File: src/rtl/occ_block_fetch_pkg.sv
// BwaMemDefines: shared definitions for the occurrence-block fetch path.
//   - occurrence block geometry (32-byte blocks, 5-bit in-block offset)
//   - count types for single and four-symbol (A,C,G,T) occurrence counts
//   - fetch FSM state encoding
//   - primary-index adjustment helper
package BwaMemDefines;

  localparam int unsigned OCC_BLK_BYTES = 32;
  localparam int unsigned OCC_BLK_SHIFT = 5;
  localparam int unsigned OCC_BLK_BITS  = 256;
  localparam int unsigned OCC_CNT_W     = 40;
  localparam int unsigned OCC_BLK_IDX_W = OCC_CNT_W - OCC_BLK_SHIFT;

  typedef logic [OCC_CNT_W-1:0]            occ_cnt_t;
  typedef logic [3:0][OCC_CNT_W-1:0]       occ4_t;
  typedef logic [OCC_BLK_IDX_W-1:0]        occ_blk_idx_t;
  typedef logic [OCC_BLK_BITS-1:0]         occ_blk_data_t;

  typedef enum logic [2:0] {
    ST_IDLE,
    ST_RD_ADDR,
    ST_WAIT_RSP,
    ST_DEC_START,
    ST_DEC_WAIT,
    ST_RESP
  } occ_fetch_state_e;

  // The primary row is not stored in the BWT, so positions at or past it
  // shift down by one.
  function automatic occ_cnt_t occ_adjust_k(occ_cnt_t k, occ_cnt_t primary);
    return k - occ_cnt_t'(k >= primary);
  endfunction

endpackage

File: src/rtl/occ_block_fetch_cache1.sv
// occ_blk_cache1: one-entry occurrence block cache.
//   clk, rst_n    clock, async active-low reset
//   inv_i         invalidate (wins over a same-cycle fill)
//   fill_i        write fill_blk_i / fill_data_i and mark valid
//   lookup_blk_i  block index to look up
//   hit_o         valid entry whose block index matches lookup_blk_i
//   data_o        stored block data (independent of valid)
module occ_blk_cache1
  import BwaMemDefines::*;
(
  input  logic          clk,
  input  logic          rst_n,
  input  logic          inv_i,
  input  logic          fill_i,
  input  occ_blk_idx_t  fill_blk_i,
  input  occ_blk_data_t fill_data_i,
  input  occ_blk_idx_t  lookup_blk_i,
  output logic          hit_o,
  output occ_blk_data_t data_o
);

  logic          vld_q;
  occ_blk_idx_t  blk_q;
  occ_blk_data_t data_q;

  always_ff @(posedge clk or negedge rst_n) begin
    if (!rst_n) begin
      vld_q  <= 1'b0;
      blk_q  <= '0;
      data_q <= '0;
    end else begin
      if (fill_i) begin
        vld_q  <= 1'b1;
        blk_q  <= fill_blk_i;
        data_q <= fill_data_i;
      end
      // Data is still written on a colliding invalidate; only validity drops.
      if (inv_i) begin
        vld_q <= 1'b0;
      end
    end
  end

  assign hit_o  = vld_q && (blk_q == lookup_blk_i);
  assign data_o = data_q;

endmodule

File: src/rtl/occ_block_fetch.sv
// occ_block_fetch: upstream feeder for the occurrence decompressor.
// Takes a BWT position k, applies the primary-index adjustment, fetches the
// 32-byte occurrence block (or reuses the cached one), drives the external
// decompressor with block + in-block offset and returns the four counts.
//   cfg_primary, cfg_bwt_base, cache_inv   configuration / cache control
//   req_valid/req_ready/req_k/req_tag       request channel (k = all-ones is -1)
//   mem_rd_valid/mem_rd_ready/mem_rd_addr   memory read-address channel
//   mem_rsp_valid/mem_rsp_data              memory read data (no backpressure)
//   dec_block/dec_i/dec_start/dec_busy/
//   dec_finish/dec_val                      decompressor interface
//   rsp_valid/rsp_ready/rsp_occ/rsp_tag     result channel
module occ_block_fetch
  import BwaMemDefines::*;
#(
  parameter int unsigned ADDR_W = 64,
  parameter int unsigned TAG_W  = 8
) (
  input  logic              clk,
  input  logic              rst_n,
  input  logic [39:0]       cfg_primary,
  input  logic [ADDR_W-1:0] cfg_bwt_base,
  input  logic              cache_inv,
  input  logic              req_valid,
  output logic              req_ready,
  input  logic [39:0]       req_k,
  input  logic [TAG_W-1:0]  req_tag,
  output logic              mem_rd_valid,
  input  logic              mem_rd_ready,
  output logic [ADDR_W-1:0] mem_rd_addr,
  input  logic              mem_rsp_valid,
  input  logic [255:0]      mem_rsp_data,
  output logic [255:0]      dec_block,
  output logic [4:0]        dec_i,
  output logic              dec_start,
  input  logic              dec_busy,
  input  logic              dec_finish,
  input  logic [3:0][39:0]  dec_val,
  output logic              rsp_valid,
  input  logic              rsp_ready,
  output logic [3:0][39:0]  rsp_occ,
  output logic [TAG_W-1:0]  rsp_tag
);

  occ_fetch_state_e  state_q;
  logic              req_ready_q;
  logic              mem_rd_valid_q;
  logic [ADDR_W-1:0] mem_rd_addr_q;
  occ_blk_data_t     dec_block_q;
  logic [4:0]        dec_i_q;
  logic              dec_start_q;
  logic              rsp_valid_q;
  occ4_t             rsp_occ_q;
  logic [TAG_W-1:0]  rsp_tag_q;
  occ_blk_idx_t      blk_q;

  occ_cnt_t          kk_d;
  occ_blk_idx_t      blk_d;
  logic [4:0]        off_d;
  logic [ADDR_W-1:0] addr_d;
  logic              k_neg_d;
  logic              accept;
  logic              cache_hit;
  logic              cache_fill;
  occ_blk_data_t     cache_data;

  always_comb begin
    kk_d    = occ_adjust_k(req_k, cfg_primary);
    blk_d   = kk_d[OCC_CNT_W-1:OCC_BLK_SHIFT];
    off_d   = kk_d[OCC_BLK_SHIFT-1:0];
    addr_d  = cfg_bwt_base + ADDR_W'({blk_d, {OCC_BLK_SHIFT{1'b0}}});
    k_neg_d = &req_k;
  end

  assign accept     = req_valid && req_ready_q;
  assign cache_fill = (state_q == ST_WAIT_RSP) && mem_rsp_valid;

  occ_blk_cache1 u_cache (
    .clk          (clk),
    .rst_n        (rst_n),
    .inv_i        (cache_inv),
    .fill_i       (cache_fill),
    .fill_blk_i   (blk_q),
    .fill_data_i  (mem_rsp_data),
    .lookup_blk_i (blk_d),
    .hit_o        (cache_hit),
    .data_o       (cache_data)
  );

  always_ff @(posedge clk or negedge rst_n) begin
    if (!rst_n) begin
      state_q        <= ST_IDLE;
      req_ready_q    <= 1'b0;
      mem_rd_valid_q <= 1'b0;
      mem_rd_addr_q  <= '0;
      dec_block_q    <= '0;
      dec_i_q        <= '0;
      dec_start_q    <= 1'b0;
      rsp_valid_q    <= 1'b0;
      rsp_occ_q      <= '0;
      rsp_tag_q      <= '0;
      blk_q          <= '0;
    end else begin
      dec_start_q <= 1'b0;
      unique case (state_q)
        ST_IDLE: begin
          req_ready_q <= 1'b1;
          if (accept) begin
            req_ready_q <= 1'b0;
            rsp_tag_q   <= req_tag;
            if (k_neg_d) begin
              rsp_occ_q   <= '0;
              rsp_valid_q <= 1'b1;
              state_q     <= ST_RESP;
            end else begin
              blk_q   <= blk_d;
              dec_i_q <= off_d;
              if (cache_hit) begin
                dec_block_q <= cache_data;
                state_q     <= ST_DEC_START;
              end else begin
                mem_rd_addr_q  <= addr_d;
                mem_rd_valid_q <= 1'b1;
                state_q        <= ST_RD_ADDR;
              end
            end
          end
        end
        ST_RD_ADDR: begin
          if (mem_rd_ready) begin
            mem_rd_valid_q <= 1'b0;
            state_q        <= ST_WAIT_RSP;
          end
        end
        ST_WAIT_RSP: begin
          // Load straight from memory so a colliding invalidate cannot
          // starve the transaction that caused the fill.
          if (mem_rsp_valid) begin
            dec_block_q <= mem_rsp_data;
            state_q     <= ST_DEC_START;
          end
        end
        ST_DEC_START: begin
          if (!dec_busy) begin
            dec_start_q <= 1'b1;
            state_q     <= ST_DEC_WAIT;
          end
        end
        ST_DEC_WAIT: begin
          if (dec_finish) begin
            rsp_occ_q   <= dec_val;
            rsp_valid_q <= 1'b1;
            state_q     <= ST_RESP;
          end
        end
        ST_RESP: begin
          if (rsp_ready) begin
            rsp_valid_q <= 1'b0;
            req_ready_q <= 1'b1;
            state_q     <= ST_IDLE;
          end
        end
        default: begin
          state_q <= ST_IDLE;
        end
      endcase
    end
  end

  assign req_ready    = req_ready_q;
  assign mem_rd_valid = mem_rd_valid_q;
  assign mem_rd_addr  = mem_rd_addr_q;
  assign dec_block    = dec_block_q;
  assign dec_i        = dec_i_q;
  assign dec_start    = dec_start_q;
  assign rsp_valid    = rsp_valid_q;
  assign rsp_occ      = rsp_occ_q;
  assign rsp_tag      = rsp_tag_q;

endmodule
File: config.mk
export PLATFORM = sky130hd
export DESIGN_NAME = occ_block_fetch
export DESIGN_NICKNAME = d
export VERILOG_FILES = /design/src/rtl/occ_block_fetch_pkg.sv /design/src/rtl/occ_block_fetch_cache1.sv /design/src/rtl/occ_block_fetch.sv
export SDC_FILE = /design/constraint.sdc
export NUM_CORES = 2
export LEC_CHECK = 0
export BUFFER_PORTS_ARGS = -buffer_cell sky130_fd_sc_hd__buf_4
export CAP_MARGIN = 10
export CELL_PAD_IN_SITES_DETAIL_PLACEMENT = 1
export CELL_PAD_IN_SITES_GLOBAL_PLACEMENT = 2
export CORE_AREA = 2 2 416 418
export DETAILED_ROUTE_END_ITERATION = 8
export DIE_AREA = 0 0 418 420
export PLACE_DENSITY_LB_ADDON = 0.12
export REMOVE_ABC_BUFFERS = 1
export SYNTH_ARGS = -nofsm -noshare
export SYNTH_HDL_FRONTEND = slang
export SYNTH_SLANG_ARGS = --single-unit
export TNS_END_PERCENT = 5
File: constraint.sdc
create_clock -name clk -period 4.3 [get_ports clk]
set_clock_uncertainty 0.15 [all_clocks]
set_input_delay 1.29 -clock clk [delete_from_list [all_inputs] [get_ports clk]]
set_output_delay 1.29 -clock clk [all_outputs]
set_load 0.01 [all_outputs]
## Word level (Yosys, flattened, before mapping)

Cells that the tools add are included.

| operators by class | value |
|---|---|
| equal/unequal tests | 16 |
| $add $sub $neg | 2 |
| bitwise logic cells | 2 |
| magnitude comparators | 1 |
| reductions and logical operators | 20 |
| muxes and demuxes | 35 |

Operator list:

| kind | number |
|---|---|
| $mux W256 | 4 |
| $pmux W256 S2 | 1 |
| $mux W160 | 3 |
| $pmux W160 S2 | 1 |
| $add A64 B40 Y64 | 1 |
| $ge A40 B40 Y1 | 1 |
| $reduce_and A40 Y1 | 1 |
| $sub A40 B1 Y40 | 1 |
| $eq A35 B35 Y1 | 1 |
| $mux W3 | 7 |
| $ne A2 B2 Y1 const B | 10 |
| $pmux W3 S6 | 1 |
| $reduce_and A5 Y1 | 3 |
| $mux W1 | 14 |
| $reduce_bool A2 Y1 | 5 |
| $reduce_and A4 Y1 | 2 |
| $eq A3 B2 Y1 const B | 2 |
| $eq A3 B3 Y1 const B | 2 |
| $reduce_and A6 Y1 | 1 |
| $pmux W1 S2 | 2 |
| $reduce_and A2 Y1 | 2 |
| $eq A3 B1 Y1 const B | 1 |
| $logic_and A1 B1 Y1 | 3 |
| $logic_not A3 Y1 | 1 |
| other kinds (5) | 6 |

| storage, ports and cells | value |
|---|---|
| output and inout port bits | 497 |
| flip-flop bits (word level) | 827 |
| input port bits | 577 |
| logic and storage cells | 93 |

## Longest topological paths before layout

| logic depth | value |
|---|---|
| depth in word-level cells | 8 |
| gate-level depth with buffers | 32 |
| mapped depth without buffers | 30 |

## By module

Synthesis repeated with hierarchy kept, for this count alone.

| second synthesis, totals | value |
|---|---|
| cell total of the unflattened synthesis | 3158 |
| area total of the unflattened synthesis | 37169.4 µm² |

By module, submodules not included:

| module | cells each | seq. area each (µm²) | area each (µm²) | times used |
|---|---|---|---|---|
| occ_block_fetch | 2494 | 13387.8 | 25961.1 | 1 |
| occ_blk_cache1 | 664 | 7307.0 | 11208.2 | 1 |

## Worst setup path before layout

No wires, ideal clock.

| timing path | value |
|---|---|
| kind | input to register |
| start | input port req_k[0] |
| end | register mem_rd_addr_q[55] (netlist: mem_rd_addr[55]) |
| cell stages on the path | 30 |
| arrival | 7.257 ns |
| setup time | 0.127 ns |
| data required time | 4.023 ns |
| slack | -3.235 ns |
| cells stage by stage | inv_1 ha_1 nand2b_1 a21o_1 a21o_1 a21o_1 a21o_1 a21o_1 a211oi_1 o221ai_1 a221oi_1 o31ai_1 ha_1 ha_1 nor4b_1 nand4_1 clkbuf_1 xnor2_1 ha_1 a21oi_1 o21ai_0 nor3_1 a211o_1 a31o_2 a311oi_1 a41oi_1 clkbuf_1 nor4_1 xor2_1 mux2_1 |

| on the way | value |
|---|---|
| longest elaborated chain between the ends | 6 |
| elaborated cells on any way between the ends | 9 |
| classes of those cells | 2 x add/sub; 1 x order compare; 1 x eq/ne; 2 x bitwise; 3 x reduce/logical |

RTL lines:

| what | RTL line | source |
|---|---|---|
| start: declaration | occ_block_fetch.sv:25 | `input logic [39:0] req_k,` |
| $ge A40 B40 Y1 | occ_block_fetch_pkg.sv:31 | `return k - occ_cnt_t'(k >= primary);` |
| $sub A40 B1 Y40 (*) | occ_block_fetch_pkg.sv:31 |  |
| net kk_d[14] | occ_block_fetch.sv:56 | `occ_cnt_t kk_d;` |
| parallel branches: the longest is 4 deep, another holds $add A64 B40 Y64 | - |  |
| end signal: assignment | occ_block_fetch.sv:121 | `mem_rd_addr_q <= addr_d;` |
| end: declaration | occ_block_fetch.sv:47 | `logic [ADDR_W-1:0] mem_rd_addr_q;` |

Mark *: on every way through the listed nets, which the timed path passes.
A chain may end at the register's enable or synchronous reset.

## Final worst setup path

| timing path | value |
|---|---|
| start | input port cfg_primary[17] |
| end | register mem_rd_addr_q[45] (netlist: mem_rd_addr[45]) |

| on the way | value |
|---|---|
| longest elaborated chain between the ends | 6 |
| elaborated cells on any way between the ends | 7 |
| classes of those cells | 2 x add/sub; 1 x order compare; 1 x eq/ne; 1 x bitwise; 2 x reduce/logical |

RTL lines:

| what | RTL line | source |
|---|---|---|
| start: declaration | occ_block_fetch.sv:20 | `input logic [39:0] cfg_primary,` |
| $ge A40 B40 Y1 (*) | occ_block_fetch_pkg.sv:31 |  |
| $sub A40 B1 Y40 (*) | occ_block_fetch_pkg.sv:31 |  |
| net kk_d[18] | occ_block_fetch.sv:56 |  |
| parallel branches: the longest is 4 deep, another holds $add A64 B40 Y64 | - |  |

Marks and branches as above.

==> metrics.txt <==
status finished with violations; violated checks setup timing; CTS sink cnt 827; fin crit share 160%; Syn Area/Cell 12.0 um2; Worst Setup Start Kind primary input; CTS root buffer clkbuf_16; Net Sw Power 12.7 mW; Post-synth EDFFs 0; FFs w/ async S/R, synth 100%; row cnt 152; P&R area growth vs syn 46.9%; Max-slew headroom 35.1%; Final Hold Vio Count 0; CTS max path bufs 3; initial antenna violation count 32; H-Tree Depth 3; Synth Instances 3171; r2r endpoint mem_rd_addr[10]; max-slew violations 0; hold-critical path endpoint dec_block[229]; setup violators final about 340; Tmin final 6880 ps; Worst Reg-to-Reg Cells 13; first-pass GRT wire length 237 mm; global placer's final weighted congestion 0.819; post-synthesis sequential area ratio 54.2%; clock power share 24.3%; Tot Pwr 36.6 mW; die height 420 um; CP most frequent cell a21o_1; gr ovfl total 0; CP max FO 5; PD cells 653 nW/um2; Wirelength per Cell between 20 and 25 um; main flop type after synthesis dfrtp_1; Worst Hold Depth 2; PortBufs approximately 1100; max-cap violation count 0; cell-internal power 24.0 mW; # DRC 0; Hold Path Class reg -> reg; library cells used by synthesis 74; Initial Utilization 22.3%; most numerous cell in the Yosys netlist dfrtp_1; r2r setup slk 990 ps; die area about 180000 um2; CP required 4760 ps; most frequent cells after synthesis dfrtp_1 (827), mux2_2 (342), nand2_1 (332), mux2i_1 (259), a22o_1 (160); Worst-Skew Late Latency 720 ps; post-route antenna net violation count 0; Yosys top cell by area dfrtp_1; drt total wl 166 mm; hold buffers post-CTS 0; Synthesis Warnings 0; launch point of the worst path cfg_primary[17]; area share of the largest cell type after synthesis 54.2%; Worst Tran Pin Value 974 ps; total number of vias about 30000; Worst path max stage delay about 350 ps; GRT Overall Usage 18.3%; worst vdd ir between 0.3 and 0.4 mV; Final Worst Setup Slack -2580 ps; #FFs+latches synth 827; CTS Buf Count ~110; largest net degree at the start of global routing approximately 100; combinational power share 39.1%; First-pass DRT Iterations 5; Via density 4.42; fin nets 5218; RSZ-0062 raised after global routing yes; ranking of synthesized cells by area dfrtp_1 (54%), mux2_2 (10%), mux2i_1 (6.8%); Pleak 26.2 nW; post-synthesis instance area 38200 um2; post-placement worst setup slack -4350 ps; Die W 418 um; min-delay src dec_block[229]; CP arrival approximately 7300 ps; Seq pwr share 36.6%; Crit-path slowest cell a211o_1; TritonCTS clock tree built; Max Fclk approximately 150 MHz; Clock Pin Slew Worst Setup and Hold Paths 60 ps; CP Class in -> reg; io pins roughly 1100; area of the core 171000 um2; vias in the first global route 32300; crit path capture type register; detailed placement HPWL 128 mm; Switching Share 34.6%; layout cells sized above 1 around 47%; worst reg2reg startpoint u_cache.blk_q[5]; DR iter-0 viols 1337
-- kinds of logic after synthesis --
| logic type | Yosys count | synth area share [%] |
|---|---|---|
| AO/OA/AOI/OAI | 630 | 11.2 |
| adder cells (fa/ha/maj) | 78 | 2.58 |
| buffers and inverters | 271 | 3.29 |
| multiplexers | 650 | 18.3 |
| flip-flops | 827 | 54.2 |
| AND/OR/NAND/NOR | 589 | 7.29 |
| XOR/XNOR | 126 | 3.08 |
-- area by class of cell --
class                   instances  area, um2
fillers                     18700     115000
multi-input cells            2073      17200
clock buffers                 159       3110
flip-flops and latches        827      20700
diodes                         11       27.5
repair buffers               1482      11700
clock inverters                24        323
inverters                      74        285
well taps                    2233       2790
-- cells in the final DEF, fill, tap and decap left out, types with 50 or more instances in the layout --
cell type	count
o21ai_1	129
clkbuf_16	105
a21oi_1	58
o21ai_0	107
ha_1	68
mux2_2	336
o21ai_2	62
dfrtp_1	827
mux2i_1	259
xnor2_1	65
nor2_1	50
inv_1	71
a22o_1	160
buf_4	1426
nand2_1	326
-- worst max-delay path, delay by kind of cell --
family	cells	cell delay (ps)
buf+inv	11	1380
fa+ha+maj	4	850
compound gates	15	2750
mux	1	270
simple gates	5	510
xor+xnor	2	270
-- power by group through the flow --
stage,Clock (mW),Sequential [mW],Combinational [mW]
after floorplan,0,14.3,6.41
after global placement,0,13.4,14.3
after detailed placement,0,13.5,14.4
after CTS,9.31,13.4,14.7
after global routing,9.61,13.9,15.6
final,8.92,13.4,14.3
-- routing by layer --
metal	vias up	wire, um	global-route usage (%)
met3	219	9020	4.46
met4	10	5340	6.19
met5	-	64	0
met2	720	86800	33.0
li1	14200	-	-
met1	15300	64600	21.0
-- stage by stage --
step                hold WS, ps  utilization [%]   TNS, ps  instance area, um2  instances
floorplan                   294                -         -               37200       2974
global placement            310             30.1  -1127370               51400       6665
detailed placement          318             30.1  -1138360               51400       6665
CTS                         331             32.7   -671050               55800       6864
global route                358             32.8   -742550               56100       6883
finish                      326             32.8   -666810               56100       6883
-- flip-flops by register name, indices dropped and copies added (netlist names) --
register,flops
dec_block,256
u_cache.data_o,256
rsp_occ,160
mem_rd_addr,64
blk_q,35
u_cache.blk_q,35
rsp_tag,8
dec_i,5
state_q,3
dec_start,1
mem_rd_valid,1
req_ready,1
rsp_valid,1
u_cache.vld_q,1
-- worst max-delay path by stage --
stage,end,slack [ps],depth (start not counted)
floorplan,dec_block[109],-32010,6
global route,mem_rd_addr[45],-2890,35
CTS,mem_rd_addr[45],-2580,34
detailed placement,mem_rd_addr[62],-4350,34
global placement,mem_rd_addr[59],-4270,34
finish,mem_rd_addr[45],-2580,38
-- repair_timing --
| action | in CTS | in global routing |
|---|---|---|
| setup endpoints to repair | 357 | 353 |
| pin swaps | 85 | 31 |
| resized for setup | 160 | 44 |
| buffers inserted | 16 | 8 |
| cloned | 2 | 0 |
No activity file was read; power rests on OpenSTA's default activity.
